$ cat src/rtl/alu_writeback_pkg.sv
// alu_writeback_pkg
// Shared definitions for the ALU writeback stage: the branch condition-code
// encodings and the bit positions of the {C,Z,N,V} status register.
// No ports; imported by alu_writeback and alu_writeback_cond_eval.
package alu_writeback_pkg;

    // Condition codes presented on cond_code
    localparam logic [3:0] COND_AL = 4'd0;
    localparam logic [3:0] COND_EQ = 4'd1;
    localparam logic [3:0] COND_NE = 4'd2;
    localparam logic [3:0] COND_CS = 4'd3;
    localparam logic [3:0] COND_CC = 4'd4;
    localparam logic [3:0] COND_MI = 4'd5;
    localparam logic [3:0] COND_PL = 4'd6;
    localparam logic [3:0] COND_VS = 4'd7;
    localparam logic [3:0] COND_VC = 4'd8;
    localparam logic [3:0] COND_HI = 4'd9;
    localparam logic [3:0] COND_LS = 4'd10;
    localparam logic [3:0] COND_GE = 4'd11;
    localparam logic [3:0] COND_LT = 4'd12;
    localparam logic [3:0] COND_GT = 4'd13;
    localparam logic [3:0] COND_LE = 4'd14;
    localparam logic [3:0] COND_NV = 4'd15;

    // Bit positions inside the 4-bit status word {C,Z,N,V}
    localparam int STATUS_C = 3;
    localparam int STATUS_Z = 2;
    localparam int STATUS_N = 1;
    localparam int STATUS_V = 0;

endpackage

$ cat src/rtl/alu_writeback_cond_eval.sv
// alu_writeback_cond_eval
// Purely combinational branch-condition evaluator.
// Ports:
//   cond_code  in  4  condition to test
//   flags      in  4  {C,Z,N,V} to test against
//   cond_true  out 1  condition holds
// C is a borrow on subtract, so the unsigned tests (HI/LS) use it inverted
// relative to the usual carry-based definitions.
module alu_writeback_cond_eval
    import alu_writeback_pkg::*;
(
    input  logic [3:0] cond_code,
    input  logic [3:0] flags,
    output logic       cond_true
);

    logic c, z, n, v;

    assign c = flags[STATUS_C];
    assign z = flags[STATUS_Z];
    assign n = flags[STATUS_N];
    assign v = flags[STATUS_V];

    always_comb begin
        cond_true = 1'b0;
        case (cond_code)
            COND_AL: cond_true = 1'b1;
            COND_EQ: cond_true = z;
            COND_NE: cond_true = ~z;
            COND_CS: cond_true = c;
            COND_CC: cond_true = ~c;
            COND_MI: cond_true = n;
            COND_PL: cond_true = ~n;
            COND_VS: cond_true = v;
            COND_VC: cond_true = ~v;
            COND_HI: cond_true = ~c & ~z;
            COND_LS: cond_true = c | z;
            COND_GE: cond_true = (n == v);
            COND_LT: cond_true = (n != v);
            COND_GT: cond_true = ~z & (n == v);
            COND_LE: cond_true = z | (n != v);
            COND_NV: cond_true = 1'b0;
            default: cond_true = 1'b0;
        endcase
    end

endmodule

$ cat src/rtl/alu_writeback.sv
// alu_writeback
// Stage directly after the registered ALU. Holds one pending op for the
// ALU's single cycle of latency, drives the register-file write port with
// the ALU result, owns the {C,Z,N,V} status register, forwards carry back
// to the ALU, evaluates branch conditions and reports forwarding hits.
// Ports:
//   clock, reset                  clock, synchronous active-high reset
//   issue_valid/dest/write_en/flags_en   op handed to the ALU this cycle
//   alu_result, alu_carry/zero/neg/over  ALU outputs for the pending op
//   carry_in                      carry to the ALU (forwarded)
//   status_load, status_load_data software write of status
//   status                        architectural {C,Z,N,V}
//   cond_code, cond_true          condition evaluation on effective flags
//   src_a, src_b, fwd_hit_a/b     forwarding match for the op being issued
//   fwd_data                      forwarded value
//   reg_write/_index/_data        register-file write port
module alu_writeback
    import alu_writeback_pkg::*;
#(
    parameter int REG_INDEX_WIDTH = 4
)
(
    input  logic                       clock,
    input  logic                       reset,
    input  logic                       issue_valid,
    input  logic [REG_INDEX_WIDTH-1:0] issue_dest,
    input  logic                       issue_write_en,
    input  logic                       issue_flags_en,
    input  logic [31:0]                alu_result,
    input  logic                       alu_carry,
    input  logic                       alu_zero,
    input  logic                       alu_neg,
    input  logic                       alu_over,
    output logic                       carry_in,
    input  logic                       status_load,
    input  logic [3:0]                 status_load_data,
    output logic [3:0]                 status,
    input  logic [3:0]                 cond_code,
    output logic                       cond_true,
    input  logic [REG_INDEX_WIDTH-1:0] src_a,
    input  logic [REG_INDEX_WIDTH-1:0] src_b,
    output logic                       fwd_hit_a,
    output logic                       fwd_hit_b,
    output logic [31:0]                fwd_data,
    output logic                       reg_write,
    output logic [REG_INDEX_WIDTH-1:0] reg_write_index,
    output logic [31:0]                reg_write_data
);

    logic                       pend_valid_q, pend_valid_d;
    logic [REG_INDEX_WIDTH-1:0] pend_dest_q, pend_dest_d;
    logic                       pend_write_en_q, pend_write_en_d;
    logic                       pend_flags_en_q, pend_flags_en_d;
    logic [3:0]                 status_q, status_d;

    logic       pend_live;
    logic       flags_fwd;
    logic [3:0] alu_flags;
    logic [3:0] eff_flags;

    // While reset is held the pending op is treated as already discarded,
    // so it can neither write the register file nor be seen as flags.
    assign pend_live = pend_valid_q & ~reset;
    assign flags_fwd = pend_live & pend_flags_en_q;
    assign alu_flags = {alu_carry, alu_zero, alu_neg, alu_over};
    assign eff_flags = flags_fwd ? alu_flags : status_q;

    assign carry_in = eff_flags[STATUS_C] & ~reset;
    assign status   = status_q;

    assign reg_write       = pend_live & pend_write_en_q;
    assign reg_write_index = pend_dest_q;
    assign reg_write_data  = alu_result;

    assign fwd_hit_a = reg_write & (pend_dest_q == src_a);
    assign fwd_hit_b = reg_write & (pend_dest_q == src_b);
    assign fwd_data  = alu_result;

    alu_writeback_cond_eval u_cond_eval (
        .cond_code (cond_code),
        .flags     (eff_flags),
        .cond_true (cond_true)
    );

    always_comb begin
        pend_valid_d    = issue_valid;
        pend_dest_d     = pend_dest_q;
        pend_write_en_d = pend_write_en_q;
        pend_flags_en_d = pend_flags_en_q;
        if (issue_valid) begin
            pend_dest_d     = issue_dest;
            pend_write_en_d = issue_write_en;
            pend_flags_en_d = issue_flags_en;
        end

        // A software load is younger in program order than the op in
        // flight, so it overrides that op's flag update.
        status_d = status_q;
        if (status_load) begin
            status_d = status_load_data;
        end else if (flags_fwd) begin
            status_d = alu_flags;
        end
    end

    always_ff @(posedge clock) begin
        if (reset) begin
            pend_valid_q    <= 1'b0;
            pend_dest_q     <= '0;
            pend_write_en_q <= 1'b0;
            pend_flags_en_q <= 1'b0;
            status_q        <= 4'b0000;
        end else begin
            pend_valid_q    <= pend_valid_d;
            pend_dest_q     <= pend_dest_d;
            pend_write_en_q <= pend_write_en_d;
            pend_flags_en_q <= pend_flags_en_d;
            status_q        <= status_d;
        end
    end

endmodule
$ cat config.mk
export PLATFORM = sky130hd
export DESIGN_NAME = alu_writeback
export DESIGN_NICKNAME = d
export VERILOG_FILES = /design/src/rtl/alu_writeback_pkg.sv /design/src/rtl/alu_writeback_cond_eval.sv /design/src/rtl/alu_writeback.sv
export SDC_FILE = /design/constraint.sdc
export NUM_CORES = 1
export LEC_CHECK = 0
export ABC_AREA = 1
export CORE_UTILIZATION = 26
export DETAILED_ROUTE_END_ITERATION = 8
export PLACE_DENSITY = 0.9
export SLEW_MARGIN = 15
export SYNTH_ARGS = -nofsm -noshare
export SYNTH_HDL_FRONTEND = slang
export SYNTH_SLANG_ARGS = --single-unit
$ cat constraint.sdc
create_clock -name clock -period 1.2 [get_ports clock]
set_input_delay 0.12 -clock clock [delete_from_list [all_inputs] [get_ports clock]]
set_output_delay 0.12 -clock clock [all_outputs]
set_load 0.03 [all_outputs]
== After elaboration in Yosys (flattened, before gate mapping) ==
Index checks and enable logic that the tools add are counted.
W data, S select, Z words.
Operators by class
  shift-type cells: 0
  reduce and logical (&&, ||, !) cells: 1
  add/sub/neg operators: 0
  bitwise operators: 15
  order comparisons: 0
  equal/unequal tests: 19
  divide/modulo/power cells: 0
  multiply operators: 0
  mux-type cells: 3
Operators with widths (count)
  $eq A4 B4 Y1 const B: 8
  $eq A4 B3 Y1 const B: 4
  $pmux W1 S16: 1
  $and A1 B1 Y1: 8
  $eq A4 B2 Y1 const B: 2
  $eq A4 B4 Y1: 2
  $mux W4: 2
  $not A1 Y1: 5
  $eq A4 B1 Y1 const B: 1
  $logic_not A4 Y1: 1
  $or A1 B1 Y1: 2
  $eq A1 B1 Y1: 1
  $ne A1 B1 Y1: 1
Word-level totals
  input port bits: 62
  bits in writable memories: 0
  word-level logic and storage cells: 43
  memories kept: 0
  output and inout bits: 77
  bits in read-only memories: 0
  latch bits: 0
  register bits after elaboration: 11

== Logic depth before layout (Yosys ltp) ==
Gate-level depths: netlist of the first run.
  depth in word-level cells: 7
  gate-level depth with buffers: 11
  mapped depth without buffers: 11

== Modules after synthesis ==
Synthesis of the first run repeated with hierarchy kept, for this count alone.
Unflattened totals
  cells, all modules: 200
  area, all modules: 1293.7 um^2
By module, submodules not included
  alu_writeback: cells each 147, instances 1, area each 1058.5 um^2
  alu_writeback_cond_eval: cells each 53, instances 1, area each 235.2 um^2

== Least setup slack after synthesis of the first run ==
Ideal clock, no wire load.
  path type: flip-flop to output port
  start point: reg pend_dest_q[1] (netlist: reg_write_index[1])
  end point: out fwd_hit_a
  arrival: 1.679 ns
  setup slack: -0.599 ns
  data required time: 1.080 ns
  cell stages (with the launch flop): 4
  path through: dfxtp_1 > xnor2_1 > nand3_1 > nor4_1
On the way
  cells in the longest elaborated chain, start to end: 2
Ends and longest elaborated chain
  from (decl): line alu_writeback.sv:51  | logic [REG_INDEX_WIDTH-1:0] pend_dest_q, pend_dest_d;
  from (signal assigned): line alu_writeback.sv:115  | pend_dest_q <= pend_dest_d;
  $eq A4 B4 Y1: line alu_writeback.sv:75  | assign fwd_hit_a = reg_write & (pend_dest_q == src_a);
  $and A1 B1 Y1: line alu_writeback.sv:75
  to (decl): line alu_writeback.sv:42  | output logic fwd_hit_a,
No other way between the ends.

== Final worst setup path of the first run ==
  start point: reg pend_valid_q
  end point: out cond_true
On the way
  cells in the longest elaborated chain, start to end: 6
  elaborated cells on any way between the ends: 14
  those cells by class: 2 x eq/ne; 2 x mux; 10 x bitwise
Ends and longest elaborated chain
  from (decl): line alu_writeback.sv:50  | logic pend_valid_q, pend_valid_d;
  from (signal assigned): line alu_writeback.sv:114  | pend_valid_q <= pend_valid_d;
  $and A1 B1 Y1 (*): line alu_writeback.sv:63  | assign pend_live = pend_valid_q & ~reset;
  $and A1 B1 Y1 (*): line alu_writeback.sv:64  | assign flags_fwd = pend_live & pend_flags_en_q;
  $mux W4 (*)
  $ne A1 B1 Y1, or another cell as far along: line alu_writeback_cond_eval.sv:39, alu_writeback_cond_eval.sv:41
  $or A1 B1 Y1, or another cell as far along: line alu_writeback_cond_eval.sv:41  | COND_LE: cond_true = z | (n != v);
  $pmux W1 S16 (*): line alu_writeback_cond_eval.sv:26  | case (cond_code)
  to (decl): line alu_writeback.sv:39  | output logic cond_true,
Every way passes the cells marked *; elsewhere a longest branch is shown, timed or not.

==> results.toml, run 1 <==
[sta]
period_needed_ns = 1.74
max_freq_mhz = 574
hold_viol_final = 0
fin_skew_ns = 0.00141
tns_ns = -1.95
tightest_slew_ns = 0.316
setup-violations-final = 5
rsz0062_at_grt = "yes"
min_period_over_period_pct = 145
setup_ws_ns = -0.543
slew_headroom_pct = 79.0
slew_viol_final = 0

[yosys]
synth-edff-count = 0
ys.flop_type = "dfxtp_1"
synthTopCellsByCount = "buf_4, nand2_1, inv_1, nor2_1, o21ai_0"
synth_most_common_cell = "buf_4"
avgSynthCellArea_sq_um = 6.65
netlist.area_leader.share_pct = 37.6
synthCells = 198
yosysSeqAreaShare_pct = 16.7
netlist_top_cells_area = "buf_4, dfxtp_1, nand2_1, inv_1, nor2_1"
syn_nets = 260
yosys_warnings = 0
syn-cell-area_sq_um = 1320
synth-seq-cells = 11
async_flop_share_pct = 0
synth_cell_types = 23
yosys.area.top_type = "buf_4"

[placement]
io_buffers = 42
dp_hpwl_um = 2320
dpl_cell_area_sq_um = 1460
place_inst = 254
place_congestion = 0.881

[setup_path]
critical_path_class = "flip-flop to output port"
reg2reg_from = "pend_valid_q"
cp-startpoint = "pend_valid_q"
cp_max_fo = 7
start_kind = "flip-flop"
critPathArrivalTime_ns = 1.62
endpoint_kind = "output port"
crit_required_ns = 1.08

[die]
die_y_um = 73.2
coreArea_sq_um = 4790
start_util_pct = 27.5
fp.dieW_um = 73.2
rows = 25
die_area_sq_um = 5350
io_pins = 139

[status]
status = "finished with violations"
failed_checks = "negative setup slack"

[clock_network]
root_buffer = "clkbuf_8"
clockBufferDepth = 2
cts_buffers = 3
clock_sinks = 11
htree_levels = 1
cts_tree = "done"
clock_latency_ns = 0.24
hold_buffers = 0
clk_pin_slew_worst_paths_ns = 0.05

[job]
maxCapViolCount = 0

[drt]
finalWirelength_um = 3080
drc = 0
num_vias = 1116
drtIter0Drc = 19
firstDrtPassIters = 4
wl_per_cell_um = 11.5
ant_nets = 0
viasPerCell = 4.16

[finish]
nNetsFinal = 264
layout-drive-gt1-share_pct = 35.8
nFillCells = 492
finalNonFillerCells = 268
n_antenna_cell = 0
final_cell_area_sq_um = 1700
final_util_pct = 35.5
area_growth_pct = 29.0

[grt]
grt_max_degree = 9
grt_overflow = 0
grt_pass1_wl_um = 5110
grt_pass1_vias = 1179
grtUsageTotal_pct = 12.2
antenna_found_initial = 0

[pwr]
power.leakage_uw = 0.000801
p_total_uw = 1290
irDropWorstVdd_mv = 0.361
power_density_nw_per_um2 = 762

[worst_hold_path]
hp-class = "primary input to output port"
min_from = "alu_result[22]"
## cell families (layout without fill, tap and decap cells)
logic type | Yosys count | in the layout | share of synthesized area (%)
buffers and inverters | 87 | 89 | 44.2
xor gates and xnor gates | 6 | 6 | 3.99
AOI/OAI and AO/OA | 21 | 21 | 8.65
and+or+nand+nor | 73 | 74 | 26.4
DFF | 11 | 11 | 16.7
## repair_timing
action                     CTS  global route
resized for setup           31             6
pin swaps                   13             7
gates cloned                 1             0
setup endpoints to repair    9             5
buffers inserted             8             3
## sequential cells by signal, summed over array words and instances, names as in the netlist
| register | count |
|---|---|
| pend_valid_q | 1 |
| status | 4 |
| pend_flags_en_q | 1 |
| reg_write_index | 4 |
| pend_write_en_q | 1 |
## cells in the final DEF, fill, tap and decap left out, types with 2 or more instances in the layout
cell             Yosys  layout
o21ai_0             12      10
a21oi_1              5       4
inv_2                1       3
xnor2_2              0       2
o21ai_1              1       2
nand2_2              2       9
buf_4               66      22
nand3_2              1       4
clkbuf_8             0       3
dfxtp_1             11       5
o211ai_1             2       2
nand3_4              1       2
nand2_1             34      25
xor2_1               4       4
nor2_1              17      16
dlygate4sd2_1        0       7
nand4_1              4       4
or2_2                2       2
nand3_1              8       5
dfxtp_4              0       3
buf_6                1       8
inv_1               19      17
clkdlybuf4s50_1      0      26
dfxtp_2              0       3
nor4_4               0       2
buf_12               0       2
nand2_4              0       2
## per-stage QoR
stage          hold WS [ns]  setup WS [ns]
6_report              0.240         -0.543
5_1_grt               0.240         -0.646
4_1_cts               0.240         -0.490
3_5_place_dp          0.240         -0.647
3_3_place_gp          0.240         -0.612
2_1_floorplan         0.185         -0.119
## critical path: stages, from the launching register on
cell and delay (ns):
dfxtp_4 0.41, buf_12 0.11, nand4_4 0.11, nand2_2 0.14, o21ai_1 0.09, a21oi_1 0.12
nand2_1 0.08, nor2_2 0.15, nand2_4 0.05, buf_6 0.13
## final timing paths
| kind | cells after the start | end | slack, ns |
|---|---|---|---|
| worst min register to register | 2 | reg_write_index[0] | 0.48 |
| worst max-delay path | 9 | cond_true | -0.54 |
| worst max register to register | 6 | status[0] | 0.14 |
| worst min-delay path | 0 | fwd_data[22] | 0.24 |
## final cells by class
| class | count | area, sq um | area share, % |
|---|---|---|---|
| Inverter | 20 | 75.1 | 4.42 |
| Tap cell | 67 | 83.8 | 4.94 |
| Multi-Input combinational cell | 101 | 642 | 37.8 |
| Timing Repair Buffer | 65 | 617 | 36.3 |
| Clock buffer | 4 | 45.0 | 2.65 |
| Sequential cell | 11 | 235 | 13.9 |
## report_power, final
group	switching, uW	total [uW]	internal [uW]
sequential	34.0	425	391
combinational	247	499	252
clock	137	370	233
## routing by layer
| metal | share of wire (%) | track usage [%] |
|---|---|---|
| met1 | 40 | 13.9 |
| met2 | 50 | 20.5 |
| met3 | 5.6 | 2.07 |
| met4 | 4.0 | 8.50 |
| met5 | 0 | 0 |
(Power assumes the default switching activity.)
==> run 2: changes to the inputs <==
SKIP_LAST_GASP = 1   (was unset)
==> results.toml, run 2 (synthesized netlist as in run 1, its figures left out) <==
[setup_path]
reg2reg_from = "pend_valid_q"
cp_cell_sequence = "buf_4 > nand4_4 > nand2_2 > o21ai_1 > a21oi_1 > nand2_1 > nor2_2 > nand2_4 > buf_6"
rr_endpoint = "status[0]"
ff2ff_path_depth = 6
crit_required_ns = 1.08
slowest_stage = "dfxtp_4"
critical_path_class = "flip-flop to output port"
start_kind = "flip-flop"
max_stage_delay_ns = 0.40
cp_max_fo = 7
reg2reg_slack_ns = 0.15
cp-startpoint = "pend_flags_en_q"
endpoint_kind = "output port"
critPathArrivalTime_ns = 1.61
cp-endpoint = "cond_true"

[finish]
n_antenna_cell = 0
final_util_pct = 35.4
nNetsFinal = 264
layout-drive-gt1-share_pct = 35.8
mostFrequentLayoutCell = "clkdlybuf4s50_1"
nFillCells = 493
finalNonFillerCells = 268
area_growth_pct = 28.7
mostFrequentLayoutCells = "clkdlybuf4s50_1, nand2_1, buf_4"

[drt]
wl_per_cell_um = 11.5
drtIter0Drc = 16
viasPerCell = 4.18
finalWirelength_um = 3080
ant_nets = 0
firstDrtPassIters = 4
num_vias = 1119
wl_met2_um = 1510
drc = 0
routed-wl-met3_um = 189
top_layer_used = "met4"
wl_met1_um = 1250

[die]
io_pins = 139
rows = 25
start_util_pct = 27.5
fp.dieW_um = 73.2
die_area_sq_um = 5350
coreArea_sq_um = 4790
die_y_um = 73.2

[clock_network]
clockBufferDepth = 2
htree_levels = 1
root_buffer = "clkbuf_8"
cts_buffers = 3
clk_pin_slew_worst_paths_ns = 0.05
cts_tree = "done"
clock_sinks = 11
clock_latency_ns = 0.24

[sta]
max_freq_mhz = 577
hold_viol_final = 0
tightest_slew_ns = 0.317
rsz0062_at_grt = "yes"
setup-violations-final = 5
hold_ws_ns = 0.240
slew_viol_final = 0
min_period_over_period_pct = 144
fin_skew_ns = 0.00553
slew_headroom_pct = 78.9
period_needed_ns = 1.73
setup_ws_ns = -0.533

[placement]
dp_hpwl_um = 2320
io_buffers = 42
place_inst = 254
place_congestion = 0.881

[worst_hold_path]
min_from = "alu_result[22]"
hp-class = "primary input to output port"

[grt]
grtUsageTotal_pct = 12.0
grt_pass1_wl_um = 5040
grt_overflow = 0
grt_max_degree = 9
antenna_found_initial = 0
grt_pass1_vias = 1188

[job]
maxCapViolCount = 0

[pwr]
power_density_nw_per_um2 = 768
power.leakage_uw = 0.000799
irDropWorstVdd_mv = 0.309

[status]
failed_checks = "negative setup slack"
status = "finished with violations"
run 2: cell counts in the layout (fill, tap and decap cells not counted):
No cell type changed its count.
run 2: per-stage QoR:
step	setup slack (ns)	setup TNS [ns]	power (uW)	cell area, sq um
global route	-0.636	-2.46	1360	1690
CTS	-0.490	-1.84	1280	1660
global placement	-0.612	-2.81	861	1460
finish	-0.533	-2.02	1300	1690
floorplan	-0.119	-0.335	1050	1380
detailed placement	-0.647	-3.06	871	1460
run 2: layer usage:
metal	vias up	global-route usage [%]
met3	18	2.07
met4	0	8.50
li1	571	-
met2	40	20.4
met1	490	13.5
met5	-	0
run 2: area by class of cell:
class / instances / area (sq um) / share of cell area (%)
flip-flops and latches: 11 / 235 / 13.9
repair buffers: 65 / 613 / 36.2
clock buffers: 4 / 45.0 / 2.66
well taps: 67 / 83.8 / 4.95
multi-input cells: 101 / 642 / 37.9
inverters: 20 / 75.1 / 4.43
run 2: how the worst min path moves through the flow:
stage | to | slack [ns] | cells past startpoint
floorplan | pend_valid_q | 0.18 | 1
global placement | fwd_data[16] | 0.24 | 0
detailed placement | fwd_data[16] | 0.24 | 0
CTS | fwd_data[16] | 0.24 | 0
global route | reg_write_data[10] | 0.24 | 0
finish | fwd_data[22] | 0.24 | 0
run 2: repair_timing:
action / 4_1_cts / 5_1_grt
gates resized for setup: 30 / 6
setup buffers: 8 / 3
hold buffers: 0 / 0
gates cloned: 1 / 0
endpoints found under the setup margin: 9 / 5
pin swaps: 13 / 6
run 2: critical path, delay by kind of cell (launching register included):
kind / cells / cell delay (ns)
AOI/OAI and AO/OA: 2 / 0.20
and+or+nand+nor: 5 / 0.50
DFF: 1 / 0.40
buffers and inverters: 2 / 0.27
run 2: power by group:
| part | switching, uW | internal (uW) |
|---|---|---|
| sequential | 34.9 | 391 |
| combinational | 246 | 250 |
| clock | 147 | 234 |
